## src/rtl/pb_debounce_pkg.sv

```systemverilog
// Shared constants and helpers for the multi-channel push-button debouncer.
// The long-press option is enabled by defining PB_DEBOUNCE_LONG_PRESS_EN.
package pb_debounce_pkg;

  localparam int PB_SYNC_STAGES     = 2;
  localparam int PB_DEF_N_CH        = 4;
  localparam int PB_DEF_WIN         = 4;
  localparam int PB_DEF_SAMPLE_DIV  = 1;
  localparam int PB_DEF_HOLD_TICKS  = 1000;

  // Bits needed for a counter that must be able to hold max_val.
  function automatic int pb_cnt_w(input int max_val);
    return (max_val < 1) ? 1 : $clog2(max_val + 1);
  endfunction

endpackage

```

## src/rtl/pb_debounce_ch.sv

```systemverilog
// One debounce channel: synchroniser, sample window, hysteretic level and edge pulses.
// Optional long-press hold counter built only when PB_DEBOUNCE_LONG_PRESS_EN is defined.
module pb_debounce_ch
  import pb_debounce_pkg::*;
#(
  parameter int WIN = PB_DEF_WIN
`ifdef PB_DEBOUNCE_LONG_PRESS_EN
  , parameter int HOLD_TICKS = PB_DEF_HOLD_TICKS
`endif
) (
  input  logic clk,
  input  logic rst_n,
  input  logic tick,
  input  logic pb_raw,
  output logic level,
  output logic press,
  output logic rel,
  output logic long_p
);

  logic [PB_SYNC_STAGES-1:0] sync_p0;
  logic [WIN-1:0]            win_p1;
  logic                      level_next;

  // Stage 0: metastability synchroniser, runs every clk
  always_ff @(posedge clk or negedge rst_n) begin
    if (!rst_n) begin
      sync_p0 <= '0;
    end else begin
      sync_p0 <= {sync_p0[PB_SYNC_STAGES-2:0], pb_raw};
    end
  end

  // Stage 1: sample window, advances only on the shared tick
  always_ff @(posedge clk or negedge rst_n) begin
    if (!rst_n) begin
      win_p1 <= '0;
    end else if (tick) begin
      win_p1 <= {win_p1[WIN-2:0], sync_p0[PB_SYNC_STAGES-1]};
    end
  end

  always_comb begin
    level_next = level;
    if (&win_p1) begin
      level_next = 1'b1;
    end else if (~|win_p1) begin
      level_next = 1'b0;
    end
  end

  // Stage 2: debounced level with pulses aligned to the first cycle of the new level
  always_ff @(posedge clk or negedge rst_n) begin
    if (!rst_n) begin
      level <= 1'b0;
      press <= 1'b0;
      rel   <= 1'b0;
    end else begin
      level <= level_next;
      press <= ~level & level_next;
      rel   <= level & ~level_next;
    end
  end

`ifdef PB_DEBOUNCE_LONG_PRESS_EN
  localparam int              CW      = pb_cnt_w(HOLD_TICKS);
  localparam logic [CW-1:0]   HOLD    = CW'(HOLD_TICKS);
  localparam logic [CW-1:0]   HOLD_M1 = CW'(HOLD_TICKS - 1);

  logic [CW-1:0] hold_cnt;

  // Saturation at HOLD guarantees a single pulse per press.
  always_ff @(posedge clk or negedge rst_n) begin
    if (!rst_n) begin
      hold_cnt <= '0;
      long_p   <= 1'b0;
    end else begin
      long_p <= 1'b0;
      if (!level) begin
        hold_cnt <= '0;
      end else if (tick && (hold_cnt != HOLD)) begin
        hold_cnt <= hold_cnt + CW'(1);
        long_p   <= (hold_cnt == HOLD_M1);
      end
    end
  end
`else
  assign long_p = 1'b0;
`endif

endmodule

```

## src/rtl/pb_debounce_multi.sv

```systemverilog
// N_CH-channel push-button debouncer sharing one sample-tick prescaler.
// Long-press pulses are available when PB_DEBOUNCE_LONG_PRESS_EN is defined.
module pb_debounce_multi
  import pb_debounce_pkg::*;
#(
  parameter int N_CH       = PB_DEF_N_CH,
  parameter int WIN        = PB_DEF_WIN,
  parameter int SAMPLE_DIV = PB_DEF_SAMPLE_DIV,
  parameter int HOLD_TICKS = PB_DEF_HOLD_TICKS
) (
  input  logic            clk,
  input  logic            rst_n,
  input  logic [N_CH-1:0] pb_in,
  output logic [N_CH-1:0] pb_level,
  output logic [N_CH-1:0] pb_press,
  output logic [N_CH-1:0] pb_release,
  output logic [N_CH-1:0] pb_long
);

  logic tick;

  generate
    if (N_CH < 1) begin : g_bad_nch
      $error("pb_debounce_multi: N_CH must be >= 1");
    end
    if (WIN < 2) begin : g_bad_win
      $error("pb_debounce_multi: WIN must be >= 2");
    end
    if (SAMPLE_DIV < 1) begin : g_bad_div
      $error("pb_debounce_multi: SAMPLE_DIV must be >= 1");
    end
    if (HOLD_TICKS < 1) begin : g_bad_hold
      $error("pb_debounce_multi: HOLD_TICKS must be >= 1");
    end
  endgenerate

  generate
    if (SAMPLE_DIV == 1) begin : g_no_div
      assign tick = 1'b1;
    end else begin : g_div
      localparam int            DW       = pb_cnt_w(SAMPLE_DIV - 1);
      localparam logic [DW-1:0] DIV_LAST = DW'(SAMPLE_DIV - 1);

      logic [DW-1:0] div_cnt;

      always_ff @(posedge clk or negedge rst_n) begin
        if (!rst_n) begin
          div_cnt <= '0;
        end else if (div_cnt == DIV_LAST) begin
          div_cnt <= '0;
        end else begin
          div_cnt <= div_cnt + DW'(1);
        end
      end

      assign tick = (div_cnt == DIV_LAST);
    end
  endgenerate

  generate
    for (genvar i = 0; i < N_CH; i++) begin : g_ch
      pb_debounce_ch #(
        .WIN        (WIN)
`ifdef PB_DEBOUNCE_LONG_PRESS_EN
        , .HOLD_TICKS (HOLD_TICKS)
`endif
      ) u_ch (
        .clk    (clk),
        .rst_n  (rst_n),
        .tick   (tick),
        .pb_raw (pb_in[i]),
        .level  (pb_level[i]),
        .press  (pb_press[i]),
        .rel    (pb_release[i]),
        .long_p (pb_long[i])
      );
    end
  endgenerate

endmodule
```

## config.mk

```make
export PLATFORM = sky130hd
export DESIGN_NAME = pb_debounce_multi
export DESIGN_NICKNAME = d
export VERILOG_FILES = /design/src/rtl/pb_debounce_pkg.sv /design/src/rtl/pb_debounce_ch.sv /design/src/rtl/pb_debounce_multi.sv
export SDC_FILE = /design/constraint.sdc
export NUM_CORES = 1
export LEC_CHECK = 0
export CAP_MARGIN = 20
export CORE_MARGIN = 3
export CORE_UTILIZATION = 52
export CTS_BUF_LIST = sky130_fd_sc_hd__clkbuf_4
export DETAILED_ROUTE_END_ITERATION = 7
export GPL_TIMING_DRIVEN = 0
export PLACE_DENSITY_LB_ADDON = 0.3
export SYNTH_ARGS = -nofsm -noshare
export SYNTH_HDL_FRONTEND = slang
export SYNTH_SLANG_ARGS = --single-unit
```

## constraint.sdc

```tcl
create_clock -name clk -period 1.4 [get_ports clk]
set_clock_uncertainty 0.15 [all_clocks]
set_input_delay 0.14 -clock clk [delete_from_list [all_inputs] [get_ports clk]]
set_output_delay 0.14 -clock clk [all_outputs]
set_load 0.005 [all_outputs]
```

==> impl_metrics.env, run 1 <==
export IMPL_status="complete, no violations"
export IMPL_p_sw_share_pct=21.42
export IMPL_r2r_start="g_ch[3].u_ch.level$_DFF_PN0_"
export IMPL_power_internal_mw=1.418
export IMPL_initial_core_util_pct=58.13
export IMPL_hpwl_mm=1.029
export IMPL_drtAntennaViolNets=0
export IMPL_start_kind="flip-flop"
export IMPL_antenna_found_initial=0
export IMPL_post_route_min_period_ns=1.360
export IMPL_io_pins=22
export IMPL_synth_top_family_by_area="simple AND/OR/NAND/NOR gates"
export IMPL_port_buffer_count=17
export IMPL_clk_path_buf_depth=2
export IMPL_muxShareOfSynthArea_pct=0
export IMPL_cts_tree="done"
export IMPL_drc=0
export IMPL_peakVddDrop_v=0.001029
export IMPL_syn_area_um2=1199
export IMPL_hold_path_class="input pin to flip-flop"
export IMPL_synth_simple_area_share_pct=12.21
export IMPL_crit_type="flip-flop to primary output"
export IMPL_critPathLaunch="g_ch[3].u_ch.press$_DFF_PN0_"
export IMPL_slowest_delay_ns=0.37
export IMPL_worst_pin_slew_ns=0.7357
export IMPL_maxCapViolCount=0
export IMPL_die_area_um2=2917
export IMPL_stdcell_count=143
export IMPL_path_clk_slew_ns=0.09
export IMPL_synth_cell_types=14
export IMPL_finalInstanceArea_um2=1520
export IMPL_drive_above_1_share_pct=30.17
export IMPL_clock_fmax_mhz=735.1
export IMPL_n_fill_cell=140
export IMPL_min_period_over_period_pct=97.17
export IMPL_dpl_cell_count=127
export IMPL_numCtsBuffers=5
export IMPL_clock_root_buffer="clkbuf_4"
export IMPL_switchingPower_mw=0.3867
export IMPL_ys_ff_latch=36
export IMPL_cts_sinks=36
export IMPL_synth_xor_area_share_pct=0
export IMPL_path_cells="buf_4 -> dlygate4sd2_1"
export IMPL_synth_fa_ha_area_share_pct=0
export IMPL_nets=121
export IMPL_place_gp_congestion=0.6416
export IMPL_holdCritStartpoint="pb_in[1]"
export IMPL_avgViaCountPerCell=4.657
export IMPL_final_max_slew_viol_count=0
export IMPL_crit_slowest_cell="dfrtp_1"
export IMPL_vias=666
export IMPL_clk_latency_ns=0.32
export IMPL_die_w_um=54.01
export IMPL_hold_viol=0
export IMPL_antenna_cells=0
export IMPL_setup_viol=0
export IMPL_dr_first_iter_drc_count=3
export IMPL_p_seq_share_pct=62.4
export IMPL_whs_ns=0.1052
export IMPL_yosysSeqAreaShare_pct=75.16
export IMPL_htreeDepth=2
export IMPL_static_leakage_power_nw=0.7471
export IMPL_endpoint_kind="primary output"
export IMPL_area_growth_pct=26.83
export IMPL_pwr_share_comb_pct=8.6
export IMPL_num_rows=16
export IMPL_avgSynthCellArea_um2=14.98
export IMPL_ys_warn_count=0
export IMPL_synthCells=80
export IMPL_relSlewSlack_pct=50.95
export IMPL_synth_compound_area_share_pct=2.296
export IMPL_grt_usage_pct=13.92
export IMPL_p_per_area_nw_per_um2=1187
export IMPL_wirelength_mm=1.597
export IMPL_crit_required_ns=1.11
export IMPL_wire_per_inst_um=11.17
export IMPL_grt_pass1_vias=630
export IMPL_final_setup_tns_ns=0
export IMPL_grt_overflow_total=0
export IMPL_path_max_fanout=1
export IMPL_grt_max_degree=37
export IMPL_grt_pass1_wl_mm=2.649
export IMPL_placed_area_um2=1409
export IMPL_clkPwrFrac_pct=29.0
export IMPL_core_area_um2=2062
export IMPL_die_h_um=54.01
export IMPL_power_mw=1.805
export IMPL_worstPathArrival_ns=1.07
export IMPL_drt_pass1_iter_count=4
## through the flow
stage          setup slack (ns)  utilization (%)
2_1_floorplan            0.3569                -
3_3_place_gp            -0.6099            68.57
3_5_place_dp             0.1112            68.33
4_1_cts                0.004766            72.21
5_1_grt               -0.008909            73.73
6_report                0.03958            73.73
## synth_stat cells
master | number | area [um2]
dfrtp_1 | 36 | 900.9
buf_4 | 16 | 120.1
and2_1 | 4 | 25.02
nor2_1 | 4 | 15.01
a31oi_1 | 3 | 18.77
nand3_1 | 3 | 15.01
nor3_1 | 3 | 15.01
nor3b_1 | 3 | 22.52
nor4_2 | 3 | 37.54
conb_1 | 1 | 3.750
nand2_1 | 1 | 3.750
nand4_1 | 1 | 6.260
nor4_1 | 1 | 6.260
o41ai_1 | 1 | 8.760
## cell families after synthesis
| kind of cell | after synthesis |
|---|---|
| buf+inv | 16 |
| flops | 36 |
| simple gates | 23 |
| other cells | 1 |
| compound gates | 4 |
## layout by cell type, fill, tap and decap left out, drive strengths merged
master	count
a31oi	3
and2	4
buf	25
clkbuf	7
clkdlybuf4s15	7
clkdlybuf4s50	4
clkinv	1
conb	4
dfrtp	36
dlygate4sd2	4
dlygate4sd3	1
nand2	1
nand3	3
nand4	1
nor2	4
nor3	3
nor3b	3
nor4	4
o41ai	1
## power by group through the flow
stage | sequential (mW) | combinational, mW | clock (mW)
global route | 1.13 | 0.174 | 0.595
CTS | 1.13 | 0.140 | 0.555
finish | 1.13 | 0.155 | 0.524
global placement | 1.15 | 0.123 | 0
floorplan | 1.14 | 0.0593 | 0
detailed placement | 1.15 | 0.126 | 0
## flip-flops by register name (all words and copies together), names as in the netlist
register,count
g_ch.u_ch.press,4
g_ch.u_ch.sync_p0,8
g_ch.u_ch.rel,4
g_ch.u_ch.win_p1,16
g_ch.u_ch.level,4
## critical path: cells and delay by family, from the launching register on
family	cells	cell delay (ns)
flops	1	0.37
buf+inv	2	0.38
## final timing paths
kind                                                     endpoint  slack [ns]  cells past startpoint
worst min-delay path            g_ch[1].u_ch.sync_p0[0]$_DFF_PN0_        0.11                      1
min in group asynchronous            g_ch[0].u_ch.press$_DFF_PN0_        0.27                      2
worst max-delay path                                  pb_press[3]        0.04                      2
worst max register to register       g_ch[3].u_ch.level$_DFF_PN0_        0.28                      4
max in group asynchronous       g_ch[0].u_ch.sync_p0[0]$_DFF_PN0_        0.35                      2
worst min register to register  g_ch[1].u_ch.sync_p0[1]$_DFF_PN0_        0.20                      0
## per-layer routing
layer	wire [um]	global-route usage, %
met3	114	5.817
met5	0	0
met4	34	9.959
met2	818	22.38
met1	630	14.58
## what timing repair did
| item | in CTS | in global routing |
|---|---|---|
| cloned | 0 | 0 |
| endpoints found under the hold margin | 36 | 0 |
| gates resized for setup | 13 | 7 |
| setup endpoints to repair | 12 | 7 |
| setup buffers | 4 | 3 |
| hold buffers | 1 | 0 |
## area by class of cell
class,count,area (um2),area share [%]
plain buffers,16,120.1,7.901
clock buffers,7,52.55,3.457
clock inverters,1,3.754,0.2469
multi-input cells,31,188.9,12.43
flip-flops and latches,36,900.9,59.26
well taps,27,33.78,2.222
repair buffers,25,220.2,14.49
Power figures use the tool's default switching activity.
==> run 2: changes to the inputs <==
CAP_MARGIN = unset   (was 20)
SLEW_MARGIN = 40   (was unset)
==> run 2 against run 1 <==
Compared with the run above: critical path depth is the same; sequential power about the same; sequential share of layout area decreased by 1.1 points; core utilization is 1.3 points higher; first-iteration DRC count increased to 2.7 times the previous value; cell area increased by 1.8%; global-route usage rose by 0.65 points; flip-flop and latch count did not move; combinational power up 7%; largest cell class unchanged.
==> impl_metrics.env, run 2 (synthesis gave the netlist of run 1 again) <==
export IMPL_min_period_over_period_pct=96.93
export IMPL_maxCapViolCount=0
export IMPL_initial_core_util_pct=58.13
export IMPL_max_flop_register="g_ch.u_ch.win_p1"
export IMPL_worstPathArrival_ns=1.07
export IMPL_hold_path_class="input pin to async pin"
export IMPL_dr_first_iter_drc_count=8
export IMPL_rsz0062_at_grt="false"
export IMPL_drc=0
export IMPL_final_max_slew_viol_count=0
export IMPL_num_rows=16
export IMPL_nets=123
export IMPL_drtAntennaViolNets=0
export IMPL_p_per_area_nw_per_um2=1160
export IMPL_start_kind="flip-flop"
export IMPL_post_route_min_period_ns=1.357
export IMPL_wirelength_mm=1.659
export IMPL_grt_max_degree=28
export IMPL_core_area_um2=2062
export IMPL_die_w_um=54.01
export IMPL_peakVddDrop_v=0.001081
export IMPL_clk_latency_ns=0.32
export IMPL_final_common_cell="dfrtp_1"
export IMPL_setup_ws_ns=0.04302
export IMPL_static_leakage_power_nw=0.7530
export IMPL_die_area_um2=2917
export IMPL_grt_usage_pct=14.57
export IMPL_numCtsBuffers=5
export IMPL_final_setup_tns_ns=0
export IMPL_status="complete, no violations"
export IMPL_antenna_cells=0
export IMPL_grt_pass1_wl_mm=2.794
export IMPL_largest_register_ffs=16
export IMPL_pre_cts_ws_ns=0.1112
export IMPL_dpl_cell_count=128
export IMPL_clock_root_buffer="clkbuf_4"
export IMPL_clk_path_buf_depth=2
export IMPL_grt_pass1_vias=645
export IMPL_reg_top3="g_ch.u_ch.win_p1: 16 flops, g_ch.u_ch.sync_p0: 8 flops"
export IMPL_stdcell_count=145
export IMPL_die_h_um=54.01
export IMPL_place_gp_congestion=0.6416
export IMPL_vias=683
export IMPL_cts_tree="done"
export IMPL_hpwl_mm=1.084
export IMPL_clock_fmax_mhz=736.9
export IMPL_finalInstanceArea_um2=1548
export IMPL_power_mw=1.795
export IMPL_port_buffer_count=17
export IMPL_setup_viol=0
export IMPL_cts_sinks=36
export IMPL_antenna_found_initial=0
export IMPL_crit_type="flip-flop to primary output"
export IMPL_io_pins=22
export IMPL_path_clk_slew_ns=0.11
export IMPL_avgViaCountPerCell=4.710
export IMPL_htreeDepth=2
export IMPL_hold_viol=0
export IMPL_area_growth_pct=29.12
export IMPL_endpoint_kind="primary output"
export IMPL_grt_overflow_total=0
export IMPL_placed_area_um2=1429
export IMPL_path_max_fanout=1
export IMPL_drive_above_1_share_pct=30.51
export IMPL_layout_common_cells="dfrtp_1, buf_4, clkdlybuf4s15_1"
export IMPL_crit_required_ns=1.11
export IMPL_n_fill_cell=141
export IMPL_drt_pass1_iter_count=4
export IMPL_wire_per_inst_um=11.44
[run 2: cell count changes in the layout (fill, tap and decap cells not counted), sizes merged]
cell / delta
clkinv: +2
buf: +1
clkdlybuf4s15: +3
dlygate4sd2: -2
clkbuf: -2
[run 2: area by class of cell]
class / count / area (um2) / share of cell area (%)
sequential: 36 / 900.9 / 58.21
clock inverter: 3 / 13.76 / 0.8893
tap: 27 / 33.78 / 2.183
timing repair buffer: 27 / 252.7 / 16.33
buffer: 16 / 120.1 / 7.761
multi-input combinational: 31 / 188.9 / 12.21
clock buffer: 5 / 37.54 / 2.425
[run 2: path summary, 6_finish.rpt]
path / cells after the start / to / slack, ns / start
hold reg to reg: 0 / g_ch[2].u_ch.sync_p0[1]$_DFF_PN0_ / 0.20 / g_ch[2].u_ch.sync_p0[0]$_DFF_PN0_
min in group clk: 1 / g_ch[1].u_ch.sync_p0[0]$_DFF_PN0_ / 0.10 / pb_in[1]
setup reg to reg: 2 / g_ch[0].u_ch.level$_DFF_PN0_ / 0.28 / g_ch[0].u_ch.win_p1[3]$_DFF_PN0_
hold / removal: 2 / g_ch[0].u_ch.press$_DFF_PN0_ / 0.05 / rst_n
max in group asynchronous: 3 / g_ch[3].u_ch.win_p1[2]$_DFF_PN0_ / 0.64 / rst_n
setup / recovery: 2 / pb_release[0] / 0.04 / g_ch[0].u_ch.rel$_DFF_PN0_
[run 2: per-stage QoR]
step / hold WS, ns / utilization, %
after floorplan: -0.3056 / -
after global placement: 0.1831 / 68.57
after detailed placement: -0.1309 / 69.30
after CTS: 0.05186 / 73.00
after global routing: 0.06963 / 75.06
final: 0.05159 / 75.06
[run 2: metal layers]
layer  global-route usage, %  part of all wire [%]  vias up
met4                   9.959                   1.6        0
met2                   22.38                    51       26
met3                   5.817                   6.3        4
li1                        -                     -      327
met1                   16.60                    41      326
met5                       0                     0        -
[run 2: critical path, stage by stage (launching register included)]
cell and delay, ns:
dfrtp_1 0.37, buf_4 0.12, dlygate4sd2_1 0.25
[run 2: report_power, final]
group          switching (mW)  internal (mW)
clock network           0.319          0.184
registers              0.0359           1.09
logic                  0.0608          0.105
total                   0.416           1.38
[run 2: timing repair]
item,CTS,global route
endpoints found under the setup margin,12,10
endpoints found under the hold margin,36,0
setup buffers,4,4
gates resized for setup,12,10
gates cloned,0,0
hold buffers,1,0
